==> src/rtl/instructie_sequencer.sv <==
// Multi-cycle ALU instruction sequencer: register read, ALU execute, register write-back.
// Done pulses 6 cycles after accept (reg-reg), 5 (immediate), 1 (illegal); start is only taken in IDLE/DONE/ERR.
module instructie_sequencer #(
   parameter int DATA_WIDTH = 16,
   parameter int ADDR_WIDTH = 4
) (
   input  logic                  clock,
   input  logic                  reset_n,
   input  logic                  start,
   input  logic [7:0]            instructie,
   input  logic [15:0]           argument1,
   input  logic [15:0]           argument2,
   output logic                  busy,
   output logic                  done,
   output logic                  illegal,
   output logic [DATA_WIDTH-1:0] outputArgument,
   output logic                  reg_chip_enable,
   output logic                  reg_write_enable,
   output logic [ADDR_WIDTH-1:0] reg_address,
   output logic [DATA_WIDTH-1:0] reg_value_in,
   input  logic [DATA_WIDTH-1:0] reg_value_out,
   output logic [DATA_WIDTH-1:0] alu_a,
   output logic [DATA_WIDTH-1:0] alu_b,
   output logic [5:0]            alu_opcode,
   input  logic [DATA_WIDTH-1:0] alu_result,
   output logic [15:0]           retired
);

   localparam logic [3:0] IDLE  = 4'd0;
   localparam logic [3:0] RD_A  = 4'd1;
   localparam logic [3:0] RD_B  = 4'd2;
   localparam logic [3:0] CAP_B = 4'd3;
   localparam logic [3:0] CAP_A = 4'd4;
   localparam logic [3:0] EXEC  = 4'd5;
   localparam logic [3:0] WB    = 4'd6;
   localparam logic [3:0] DONE  = 4'd7;
   localparam logic [3:0] ERR   = 4'd8;

   logic [3:0]            state, next_state;
   logic [7:0]            instr_q;
   logic [ADDR_WIDTH-1:0] a_q;
   logic [15:0]           b_q;
   logic [DATA_WIDTH-1:0] buf_a, buf_b, res;
   logic                  accept;
   logic                  unused_arg1;

   assign unused_arg1 = ^argument1[15:ADDR_WIDTH];

   // One-hot ALU select; zero means the opcode is not supported.
   function automatic logic [5:0] decode_op(input logic [7:0] ins);
      logic [5:0] oh;
      case (ins[4:0])
         5'd1:    oh = 6'b001000;
         5'd2:    oh = 6'b010000;
         5'd3:    oh = 6'b100000;
         5'd4:    oh = 6'b000010;
         5'd5:    oh = 6'b000100;
         5'd6:    oh = 6'b000001;
         default: oh = 6'b000000;
      endcase
      if (ins[7:6] != 2'b00) oh = 6'b000000;
      return oh;
   endfunction

   // A finishing instruction may hand over directly to the next one.
   assign accept = start && (state == IDLE || state == DONE || state == ERR);

   always_comb begin
      next_state = IDLE;
      case (state)
         IDLE, DONE, ERR: begin
            if (start) next_state = (decode_op(instructie) != 6'b0) ? RD_A : ERR;
            else       next_state = IDLE;
         end
         RD_A:    next_state = instr_q[5] ? CAP_A : RD_B;
         RD_B:    next_state = CAP_B;
         CAP_B:   next_state = EXEC;
         CAP_A:   next_state = EXEC;
         EXEC:    next_state = WB;
         WB:      next_state = DONE;
         default: next_state = IDLE;
      endcase
   end

   always_ff @(posedge clock or negedge reset_n) begin
      if (!reset_n) begin
         state          <= IDLE;
         instr_q        <= '0;
         a_q            <= '0;
         b_q            <= '0;
         buf_a          <= '0;
         buf_b          <= '0;
         res            <= '0;
         reg_address    <= '0;
         reg_value_in   <= '0;
         outputArgument <= '0;
         retired        <= '0;
      end else begin
         state <= next_state;
         if (accept) begin
            instr_q <= instructie;
            a_q     <= argument1[ADDR_WIDTH-1:0];
            b_q     <= argument2;
         end
         // Address is registered so it is stable for the whole strobe cycle.
         if (next_state == RD_A)      reg_address <= argument1[ADDR_WIDTH-1:0];
         else if (next_state == RD_B) reg_address <= b_q[ADDR_WIDTH-1:0];
         else if (next_state == WB)   reg_address <= a_q;
         case (state)
            RD_B:  buf_a <= reg_value_out;
            CAP_B: buf_b <= reg_value_out;
            CAP_A: begin
               buf_a <= reg_value_out;
               buf_b <= b_q[DATA_WIDTH-1:0];
            end
            EXEC: begin
               res          <= alu_result;
               reg_value_in <= alu_result;
            end
            WB: begin
               outputArgument <= res;
               retired        <= retired + 16'd1;
            end
            default: ;
         endcase
      end
   end

   assign busy             = (state != IDLE);
   assign done             = (state == DONE) || (state == ERR);
   assign illegal          = (state == ERR);
   assign reg_chip_enable  = (state == RD_A) || (state == RD_B) || (state == WB);
   assign reg_write_enable = (state == WB);
   assign alu_a            = buf_a;
   assign alu_b            = buf_b;
   assign alu_opcode       = (state == EXEC) ? decode_op(instr_q) : 6'b000000;

endmodule

==> config.mk <==
export PLATFORM = sky130hd
export DESIGN_NAME = instructie_sequencer
export DESIGN_NICKNAME = d
export VERILOG_FILES = /design/src/rtl/instructie_sequencer.sv
export SDC_FILE = /design/constraint.sdc
export NUM_CORES = 1
export LEC_CHECK = 0
export CORE_AREA = 2 2 131 133
export DETAILED_ROUTE_END_ITERATION = 12
export DIE_AREA = 0 0 133 135
export MAX_ROUTING_LAYER = met4
export PLACE_DENSITY = 0.7
export SETUP_SLACK_MARGIN = 0.5
export SYNTH_ARGS = -nofsm -noshare
export SYNTH_HDL_FRONTEND = slang
export SYNTH_SLANG_ARGS = --single-unit
==> constraint.sdc <==
create_clock -name clock -period 1.6 [get_ports clock]
set_input_delay 0.16 -clock clock [delete_from_list [all_inputs] [get_ports clock]]
set_output_delay 0.16 -clock clock [all_outputs]
set_load 0.02 [all_outputs]
After elaboration in Yosys (flattened, before gate mapping)
Index checks and enable logic that the tools add are counted.
{"block": "word_totals", "inputBits": 75, "ff_bits": 116}
{"block": "classes", "add_sub_neg": 1, "n_mux": 15, "n_reduce_logical": 16, "eq_ne": 23}
{"op": "$pmux W6 S6", "count": 2}
{"op": "$pmux W16 S2", "count": 1}
{"op": "$eq A5 B3 Y1 const B", "count": 6}
{"op": "$mux W6", "count": 5}
{"op": "$pmux W4 S6", "count": 1}
{"op": "$eq A4 B3 Y1 const B", "count": 5}
{"op": "$eq A5 B2 Y1 const B", "count": 4}
{"op": "$mux W4", "count": 5}
{"op": "$add A16 B1 Y16 const B", "count": 1}
{"op": "$eq A4 B2 Y1 const B", "count": 3}
{"op": "$eq A5 B1 Y1 const B", "count": 2}
{"op": "$eq A4 B1 Y1 const B", "count": 2}
{"op": "$reduce_bool A2 Y1", "count": 3}
{"op": "$reduce_bool A6 Y1", "count": 1}
{"op": "$logic_or A1 B1 Y1", "count": 5}
{"op": "$eq A4 B4 Y1 const B", "count": 1}
{"op": "$logic_not A4 Y1", "count": 1}
{"op": "$reduce_bool A4 Y1", "count": 1}
{"op": "$reduce_or A2 Y1", "count": 2}
{"op": "$mux W3", "count": 1}
{"op": "$reduce_bool A3 Y1", "count": 1}
{"op": "$reduce_or A3 Y1", "count": 1}
{"op": "$logic_and A1 B1 Y1", "count": 1}

Logic depth before layout (Yosys ltp)
Gate-level depths: netlist (run 1).
{"block": "depth", "word_depth": 13, "mapped_depth": 7, "ltp_nobuf": 5}

Least setup slack after synthesis (run 1)
OpenSTA, ideal clock, no wires.
{"block": "synth_timing", "path_kind": "register to output", "start": "register state[3]", "end": "output port done", "required_time_ps": 1440, "slack_ps": -387, "arrival_ps": 1827, "path_stages_with_launch": 4, "cell_sequence": "dfrtp_1 buf_1 nor4b_1 or2_2"}
{"block": "synth_between", "elab_chain_cells": 2}
{"item": "start, declared", "line": "39", "rtl": "logic [3:0] state, next_state;"}
{"item": "start signal, assigned", "line": "99", "rtl": "state <= next_state;"}
{"item": "$eq A4 B4 Y1"}
{"item": "via illegal", "line": "15", "rtl": "output logic illegal,"}
{"item": "$logic_or A1 B1 Y1", "line": "130", "rtl": "assign done = (state == DONE) || (state == ERR);"}
{"item": "end, declared", "line": "14", "rtl": "output logic done,"}
The timed path passes the listed nets, and every way through them passes these cells.

Final worst setup path (run 1)
{"block": "layout_timing", "start": "register state[1]", "end": "output port done"}
{"block": "layout_between", "elab_chain_cells": 2}
{"item": "$eq A4 B3 Y1 / $eq A4 B4 Y1 (equally long branches)", "line": "130"}
{"item": "$logic_or A1 B1 Y1 *", "line": "130"}
Mark *: on every way between the ends. The rest lies on a longest branch, timed or not.

==> results of run 1 <==
-- worst max path at each step --
stage / startpoint / end / cells after the start
after floorplan: state[2] / alu_opcode[0] / 5
after global placement: state[2] / alu_opcode[3] / 5
after detailed placement: instructie[3] / reg_address[0] / 6
after CTS: state[0] / alu_opcode[3] / 5
after global routing: state[2] / alu_opcode[3] / 5
final: state[1] / done / 4
-- repair_timing --
action,CTS,global route
gates resized for setup,438,248
hold endpoints to repair,26,0
setup endpoints to repair,210,211
pin swaps,37,53
setup buffers,46,39
gates cloned,3,3
hold buffers,1,0
-- state kept, by name (all words and copies together), names as in the netlist --
name / cells
alu_a: 16
alu_b: 16
b_q: 16
outputArgument: 16
res: 16
retired: 16
instr_q: 8
a_q: 4
reg_address: 4
state: 4
-- synthesized netlist by cell type --
master / instances / area, µm²
nand2_1: 137 / 514.2
dfrtp_1: 116 / 2903
mux2_2: 30 / 337.8
o21ai_0: 19 / 95.09
mux2i_1: 18 / 180.2
nor2_1: 14 / 52.55
xnor2_1: 13 / 113.9
buf_2: 11 / 55.05
mux2_1: 10 / 112.6
clkbuf_1: 9 / 33.78
inv_1: 9 / 33.78
nand3_1: 8 / 40.04
nor3_1: 7 / 35.03
o221ai_1: 4 / 35.03
a21oi_1: 3 / 15.01
a22oi_1: 3 / 22.52
nand4_1: 3 / 18.77
nor4b_1: 3 / 26.28
xor2_1: 3 / 26.28
nand2b_1: 2 / 12.51
nand3b_1: 2 / 15.01
nor2b_1: 2 / 12.51
or4_1: 2 / 15.01
a2111oi_2: 1 / 15.01
a31o_2: 1 / 8.760
and3_1: 1 / 6.260
and4b_1: 1 / 10.01
buf_1: 1 / 3.750
buf_4: 1 / 7.510
ha_1: 1 / 12.51
nand4bb_1: 1 / 11.26
nor4_1: 1 / 6.260
nor4_4: 1 / 21.27
nor4bb_1: 1 / 10.01
o21ai_1: 1 / 5.000
o21bai_1: 1 / 7.510
or2_2: 1 / 6.260
or3_1: 1 / 6.260
-- layout make-up --
cell class              instances  area [µm²]
repair buffers                282        2918
flip-flops and latches        116        2913
multi-input cells             296        2377
clock buffers                  19       452.9
well taps                     220       275.3
inverters                       9       41.29
fillers                      1318        7249
clock inverters                12       180.2
-- power by group --
| part | switching, mW | leakage (nW) | internal [mW] |
|---|---|---|---|
| clock network | 1.35 | 0.293 | 2.68 |
| logic | 3.83 | 2.50 | 4.79 |
| registers | 0.996 | 1.39 | 4.22 |
| total | 6.17 | 4.18 | 11.7 |
-- per-stage QoR --
stage | TNS [ps] | std cells | total power [mW]
6_report | -10940 | 954 | 17.87
5_1_grt | -15970 | 954 | 18.71
4_1_cts | -10640 | 912 | 16.74
3_5_place_dp | -9259 | 831 | 11.71
3_3_place_gp | -7178 | 831 | 11.49
2_1_floorplan | -356.0 | 443 | 8.514
-- metal layers --
metal	track usage (%)	vias up
li1	-	2050
met1	19.11	2185
met2	28.90	118
met3	4.242	18
met4	6.631	0
met5	-	-
-- kinds of logic after synthesis --
kind of cell,Yosys count,synth area share (%)
simple gates,188,16.92
flops,116,59.93
mux,58,13.02
compound gates,33,4.210
buf+inv,31,2.764
xor+xnor,16,2.893
fa+ha+maj,1,0.2583
==> results.cfg, run 1 <==
[setup_path]
reg2reg_setup_slack_ps = -230
required_ps = 1440
r2r_end = alu_b[15]
path_buf_inv = 2
r2r-start = state[2]
crit_arrival_ps = 1730
cp_slowest_cell = dfrtp_1
critical_path_class = flip-flop to primary output
worst_setup_path_start_kind = flip-flop
endpoint_kind = primary output
cp_cell_sequence = buf_8 -> and4b_2 -> or2_2 -> buf_2
path_max_fanout = 15
r2r_cells = 8
cp_slowest_stage_delay_ps = 420
cp_top_family = simple AND/OR/NAND/NOR gates

[cells_and_area]
utilization_pct = 55.81
drive_above_1_share_pct = 53.95
antenna_cells_inserted = 0
final_cell_mix = dfrtp_1 (108), buf_6 (108), buf_4 (89)
areaGrowthSynthToFinish_pct = 89.07
nNetsFinal = 798
final_area_um2 = 9158

[status]
status = complete, but fails checks
violations = setup timing

[min_path]
hold_path_class = input port to async pin

[routing]
wirelength_um = 15680
drt-met1-wl_um = 6172
drt_pass1_iterations = 4
viasPerCell = 4.582
wire_per_inst_um = 16.44
drtIter0Drc = 132
drc_errors = 0
dr.max_layer_used = met4
ant_nets = 0
num_vias = 4371
dr_wl_met3_um = 669
dr_wl_met2_um = 8562

[floorplan]
row_count = 47
start_util_pct = 29.52
die_width_um = 133
ios = 170
fp.coreArea_um2 = 16410
die-area_um2 = 17960
die_height_um = 135

[timing]
setup_slack_ps = -292.7
final_hold_viol_count = 0
slew_headroom_pct = 71.55
fmax_ghz = 0.5283
rsz0062_at_grt = true
fin_crit_ps = 1893
hold_ws_ps = 236.1
fin_crit_sh_pct = 118.3
final-max-slew-violation-count = 0
skew_ps = 7.183
worstMarginPinSlew_ps = 423.5
setup_viol = 84

[cts]
cts_tree = built
numClockSinks = 116
clockBufferDepth = 2
clk_pin_slew_ps = 60
numCtsBuffers = 17
h-tree-depth = 4
root_buffer = clkbuf_16
clk_latency_ps = 410

[power_and_ir_drop]
leakage_nw = 4.180
ir_worst_vdd_uv = 829.6
powerDensity_nw_per_um2 = 1951

[placement]
hpwl_um = 9705
gp_congestion = 0.8331
port_buffers = 157
pre_cts_ws_ps = -451.0
place_area_um2 = 7084

[global_route]
grt_use_total_pct = 16.90
overflow = 0
grt_max_degree = 50
grt_antenna_before_repair = 0
grt_pass1_wl_um = 22860
grt_pass1_vias = 4377

[synthesis]
ys_seq_area_share_pct = 59.93
ys_types = 38
synth_cells = 443
syn_area_um2 = 4843
synth_seq_cells = 116
synth_fp_nets = 519
synth_warnings = 0
syn_area_per_cell_um2 = 10.93

[run]
maxCapViolCount = 0
No activity file was read; power rests on OpenSTA's default activity.
==> run 2: changes to the inputs <==
--- a/config.mk
+++ b/config.mk
@@ -8,6 +8,7 @@
 export CORE_AREA = 2 2 131 133
 export DETAILED_ROUTE_END_ITERATION = 12
 export DIE_AREA = 0 0 133 135
+export GPL_TIMING_DRIVEN = 0
 export MAX_ROUTING_LAYER = met4
 export PLACE_DENSITY = 0.7
 export SETUP_SLACK_MARGIN = 0.5
==> run 2 against run 1 <==
Net effect:
- the run ends with hold timing, setup timing left
- utilization grew 1.4 points
- first-iteration DRC count rose by 43%
- combinational power rose by 11%
- critical path depth grew 2
- routed wire length increased by 4.3%
- register-to-register slack worse by 170 ps
- clock skew down 0.65 ps
- power grew 3.0%
- die area unchanged
- non-clock buffer count grew 31
- global-route usage is 0.92 points higher
==> results.cfg, run 2 (synthesis results as in run 1) <==
[cells_and_area]
areaGrowthSynthToFinish_pct = 93.83
layout_commonest_cell = buf_6
antenna_cells_inserted = 0
nFillCells = 1284
final_cell_mix = buf_6 (128), dfrtp_1 (109), buf_4 (98)
nNetsFinal = 829
finalNonFillerCells = 986
utilization_pct = 57.22
drive_above_1_share_pct = 54.83

[global_route]
busiest_layer = met2
met1_usage_pct = 20.50
grt_antenna_before_repair = 0
grt_use_met2_pct = 29.30
grt_use_total_pct = 17.82
grt_use_met3_pct = 5.105
overflow = 0
grt_pass1_vias = 4608
grt_pass1_wl_um = 23940
grt_max_degree = 66

[timing]
worstMarginPinSlew_ps = 690.7
skew_ps = 6.534
setup_slack_ps = -456.0
final-max-slew-violation-count = 0
fin_crit_ps = 2056
fin_crit_sh_pct = 128.5
setup_viol = 95
rsz0062_at_grt = true
final_hold_viol_count = 51
fmax_ghz = 0.4864
hold_ws_ps = -210.3
slew_headroom_pct = 53.95

[setup_path]
endpoint_kind = primary output
crit_arrival_ps = 1900
critical_path_class = flip-flop to primary output
required_ps = 1440
worst_setup_path_start_kind = flip-flop
path_max_fanout = 6

[cts]
clockBufferDepth = 2
clk_pin_slew_ps = 50
root_buffer = clkbuf_16
numCtsBuffers = 17
clk_latency_ps = 410
numClockSinks = 116
h-tree-depth = 4
cts_tree = built

[floorplan]
die_height_um = 135
die-area_um2 = 17960
ios = 170
start_util_pct = 29.52
die_width_um = 133
row_count = 47
fp.coreArea_um2 = 16410

[placement]
gp_congestion = 0.8174
place_inst = 821
port_buffers = 157
hpwl_um = 9810
pre_cts_ws_ps = -1003

[routing]
viasPerCell = 4.574
drc_errors = 0
drt_pass1_iterations = 4
num_vias = 4510
wirelength_um = 16350
drtIter0Drc = 189
ant_nets = 0
wire_per_inst_um = 16.59

[run]
maxCapViolCount = 0

[status]
violations = hold timing, setup timing
status = complete, but fails checks

[power_and_ir_drop]
leakage_nw = 4.451
ir_worst_vdd_uv = 990.8
powerDensity_nw_per_um2 = 1960
total_power_mw = 18.40

[min_path]
hold_path_class = input port to async pin
==> run 2: cell count changes in the layout (fill, tap and decap cells not counted), sizes merged <==
cell / previous run / this run
buf: 216 / 249
clkbuf: 23 / 22
bufbuf: 0 / 1
clkinvlp: 5 / 3
dlygate4sd3: 1 / 0
clkinv: 3 / 8
bufinv: 4 / 1
==> run 2: repair_timing <==
| item | CTS | global route |
|---|---|---|
| resized for setup | 622 | 150 |
| hold endpoints to repair | 51 | 51 |
| buffers inserted | 72 | 53 |
| gates cloned | 7 | 1 |
| endpoints found under the setup margin | 209 | 211 |
| pin swaps | 34 | 31 |
==> run 2: layer usage <==
metal / part of all wire, % / wire length [µm]
met3: 4.8 / 793
met4: 3.2 / 518
met5: 0 / 0
met1: 40 / 6515
met2: 52 / 8525
==> run 2: worst max-delay path, stage by stage (launching register included) <==
cell	delay (ps)
dfrtp_1	370
buf_6	150
inv_8	40
nor4_4	360
nand3_2	220
nor3_4	210
buf_6	140
==> run 2: path summary, 6_finish.rpt <==
| kind | startpoint | cells past startpoint | slack, ps | endpoint |
|---|---|---|---|---|
| min in group clock | alu_result[7] | 3 | 300 | res[7] |
| hold reg to reg | b_q[9] | 2 | 480 | alu_b[9] |
| setup / recovery | state[0] | 6 | -460 | alu_opcode[3] |
| hold / removal | reset_n | 1 | -210 | b_q[6] |
| setup reg to reg | state[0] | 7 | -400 | instr_q[5] |
| max in group asynchronous | reset_n | 2 | 1030 | retired[3] |
==> run 2: stage by stage <==
| stage | setup TNS (ps) | area [µm²] |
|---|---|---|
| 2_1_floorplan | -356.0 | 5057 |
| 3_3_place_gp | -477990 | 6904 |
| 3_5_place_dp | -18650 | 6929 |
| 4_1_cts | -13930 | 8622 |
| 5_1_grt | -24570 | 9388 |
| 6_report | -18600 | 9388 |
==> run 2: area by class of cell <==
class / instances / area, µm² / area share (%)
flip-flops and latches: 116 / 2912 / 31.01
multi-input cells: 296 / 2345 / 24.98
clock buffers: 20 / 456.7 / 4.865
clock inverters: 12 / 107.6 / 1.146
repair buffers: 291 / 2952 / 31.44
plain buffers: 22 / 294.0 / 3.132
inverters: 9 / 46.29 / 0.4931
well taps: 220 / 275.3 / 2.932
==> run 2: power by group <==
part	internal [mW]	switching, mW	leakage (nW)
registers	4.22	1.04	1.39
clock network	2.21	1.36	0.272
logic	5.51	4.07	2.79
==> run 3: changes to the inputs <==
--- a/config.mk
+++ b/config.mk
@@ -5,13 +5,14 @@
 export SDC_FILE = /design/constraint.sdc
 export NUM_CORES = 1
 export LEC_CHECK = 0
-export CORE_AREA = 2 2 131 133
+export CORE_AREA = 2 2 112 114
 export DETAILED_ROUTE_END_ITERATION = 12
-export DIE_AREA = 0 0 133 135
+export DIE_AREA = 0 0 114 116
 export GPL_TIMING_DRIVEN = 0
 export MAX_ROUTING_LAYER = met4
-export PLACE_DENSITY = 0.7
+export PLACE_DENSITY = 0.85
 export SETUP_SLACK_MARGIN = 0.5
+export SKIP_CTS_REPAIR_TIMING = 1
 export SYNTH_ARGS = -nofsm -noshare
 export SYNTH_HDL_FRONTEND = slang
 export SYNTH_SLANG_ARGS = --single-unit
==> run 3 against run 2 <==
Net effect:
- the flow still finishes with violations (hold timing, setup timing)
- power rose by 0.49%
- flip-flop and latch count unchanged
- critical path depth rose by 1
- first-iteration DRC count is 120% higher
==> results.cfg, run 3 (synthesis results as in run 1) <==
[run]
maxCapViolCount = 0

[cells_and_area]
nFillCells = 667
nNetsFinal = 804
final_cell_mix = buf_6 (128), dfrtp_1 (108), nand2_1 (103)
drive_above_1_share_pct = 50.95
areaGrowthSynthToFinish_pct = 86.41
layout_commonest_cell = buf_6

[floorplan]
die-area_um2 = 13220
start_util_pct = 40.66
fp.coreArea_um2 = 11910
ios = 170
row_count = 40
die_height_um = 116
die_width_um = 114

[global_route]
grt_use_total_pct = 21.32
grt_pass1_wl_um = 20930
grt_max_degree = 70
grt_antenna_before_repair = 1
grt_pass1_vias = 4138
overflow = 0

[status]
violations = hold timing, setup timing
status = complete, but fails checks

[timing]
tns_ps = -32850
worstMarginPinSlew_ps = 917.3
slew_headroom_pct = 38.84
setup_slack_ps = -668.4
fin_crit_sh_pct = 141.8
final_hold_viol_count = 68
skew_ps = 8.014
setup_viol = 118
hold_ws_ps = -131.2
fin_crit_ps = 2268
fmax_ghz = 0.4408
final-max-slew-violation-count = 0
rsz0062_at_grt = true

[cts]
root_buffer = clkbuf_16
clk_latency_ps = 410
numClockSinks = 116
cts_tree = built
numCtsBuffers = 17
clockBufferDepth = 2
h-tree-depth = 4
clk_pin_slew_ps = 50

[setup_path]
cp_slowest_stage_delay_ps = 450
cp_cell_sequence = buf_6 -> inv_6 -> nor4_4 -> nand3_2 -> buf_6 -> nor3_4 -> buf_6
crit_arrival_ps = 2110
path_max_fanout = 4
endpoint_kind = primary output
cp_slowest_cell = nor4_4
critical_path_class = flip-flop to primary output
required_ps = 1440
cp_common_cell = buf_6
worst_setup_path_start_kind = flip-flop

[routing]
wire_per_inst_um = 21.18
drc_errors = 0
viasPerCell = 5.298
wirelength_um = 18770
num_vias = 4694
drt_pass1_iterations = 5
drtIter0Drc = 408
ant_nets = 0

[min_path]
hold_path_class = input port to async pin

[placement]
hpwl_um = 9625
port_buffers = 157
gp_congestion = 0.8139

[power_and_ir_drop]
ir_worst_vdd_uv = 915.5
leakage_nw = 4.285
powerDensity_nw_per_um2 = 2048
## run 3: critical path: cells and delay by family (launching register included)
kind | cells | cell delay (ps)
simple gates | 3 | 800
buf+inv | 4 | 500
flops | 1 | 390
## run 3: final cells by class
| class | count | area [µm²] | area share (%) |
|---|---|---|---|
| Antenna cell | 1 | 2.502 | 0.02772 |
| Inverter | 9 | 43.79 | 0.4850 |
| Clock inverter | 4 | 70.07 | 0.7761 |
| Buffer | 22 | 262.8 | 2.910 |
| Timing Repair Buffer | 266 | 2733 | 30.27 |
| Clock buffer | 25 | 515.5 | 5.710 |
| Sequential cell | 116 | 2913 | 32.26 |
| Tap cell | 147 | 183.9 | 2.037 |
| Multi-Input combinational cell | 296 | 2305 | 25.53 |
## run 3: worst paths after layout
path,start,endpoint,slack (ps),cells after the start
max,state[0],alu_opcode[3],-670,7
min,reset_n,b_q[11],-130,1
max reg2reg,state[2],alu_a[6],-490,9
min reg2reg,a_q[0],a_q[0],490,2
max in group asynchronous,reset_n,retired[6],990,2
min in group clock,alu_result[1],res[1],280,3
## run 3: routing by layer
layer  share of wire [%]  GRT usage [%]
met3                 5.0          4.603
met2                  53          35.52
met4                 4.3          9.512
met1                  38          24.97
met5                   0              -
## run 3: power breakdown
group	internal [mW]	switching (mW)
Sequential	4.22	1.20
Clock	2.51	1.30
Combinational	5.12	4.14
## run 3: metrics by stage
stage	utilization, %	instance area, µm²	instances	setup WS, ps	power (mW)
global route	75.80	9029	886	-754.3	19.17
finish	75.80	9029	886	-668.4	18.49
floorplan	-	5057	443	-84.71	8.514
detailed placement	57.41	6838	748	-1038	11.36
global placement	57.20	6813	747	-4226	11.09
CTS	62.32	7423	777	-1488	15.17
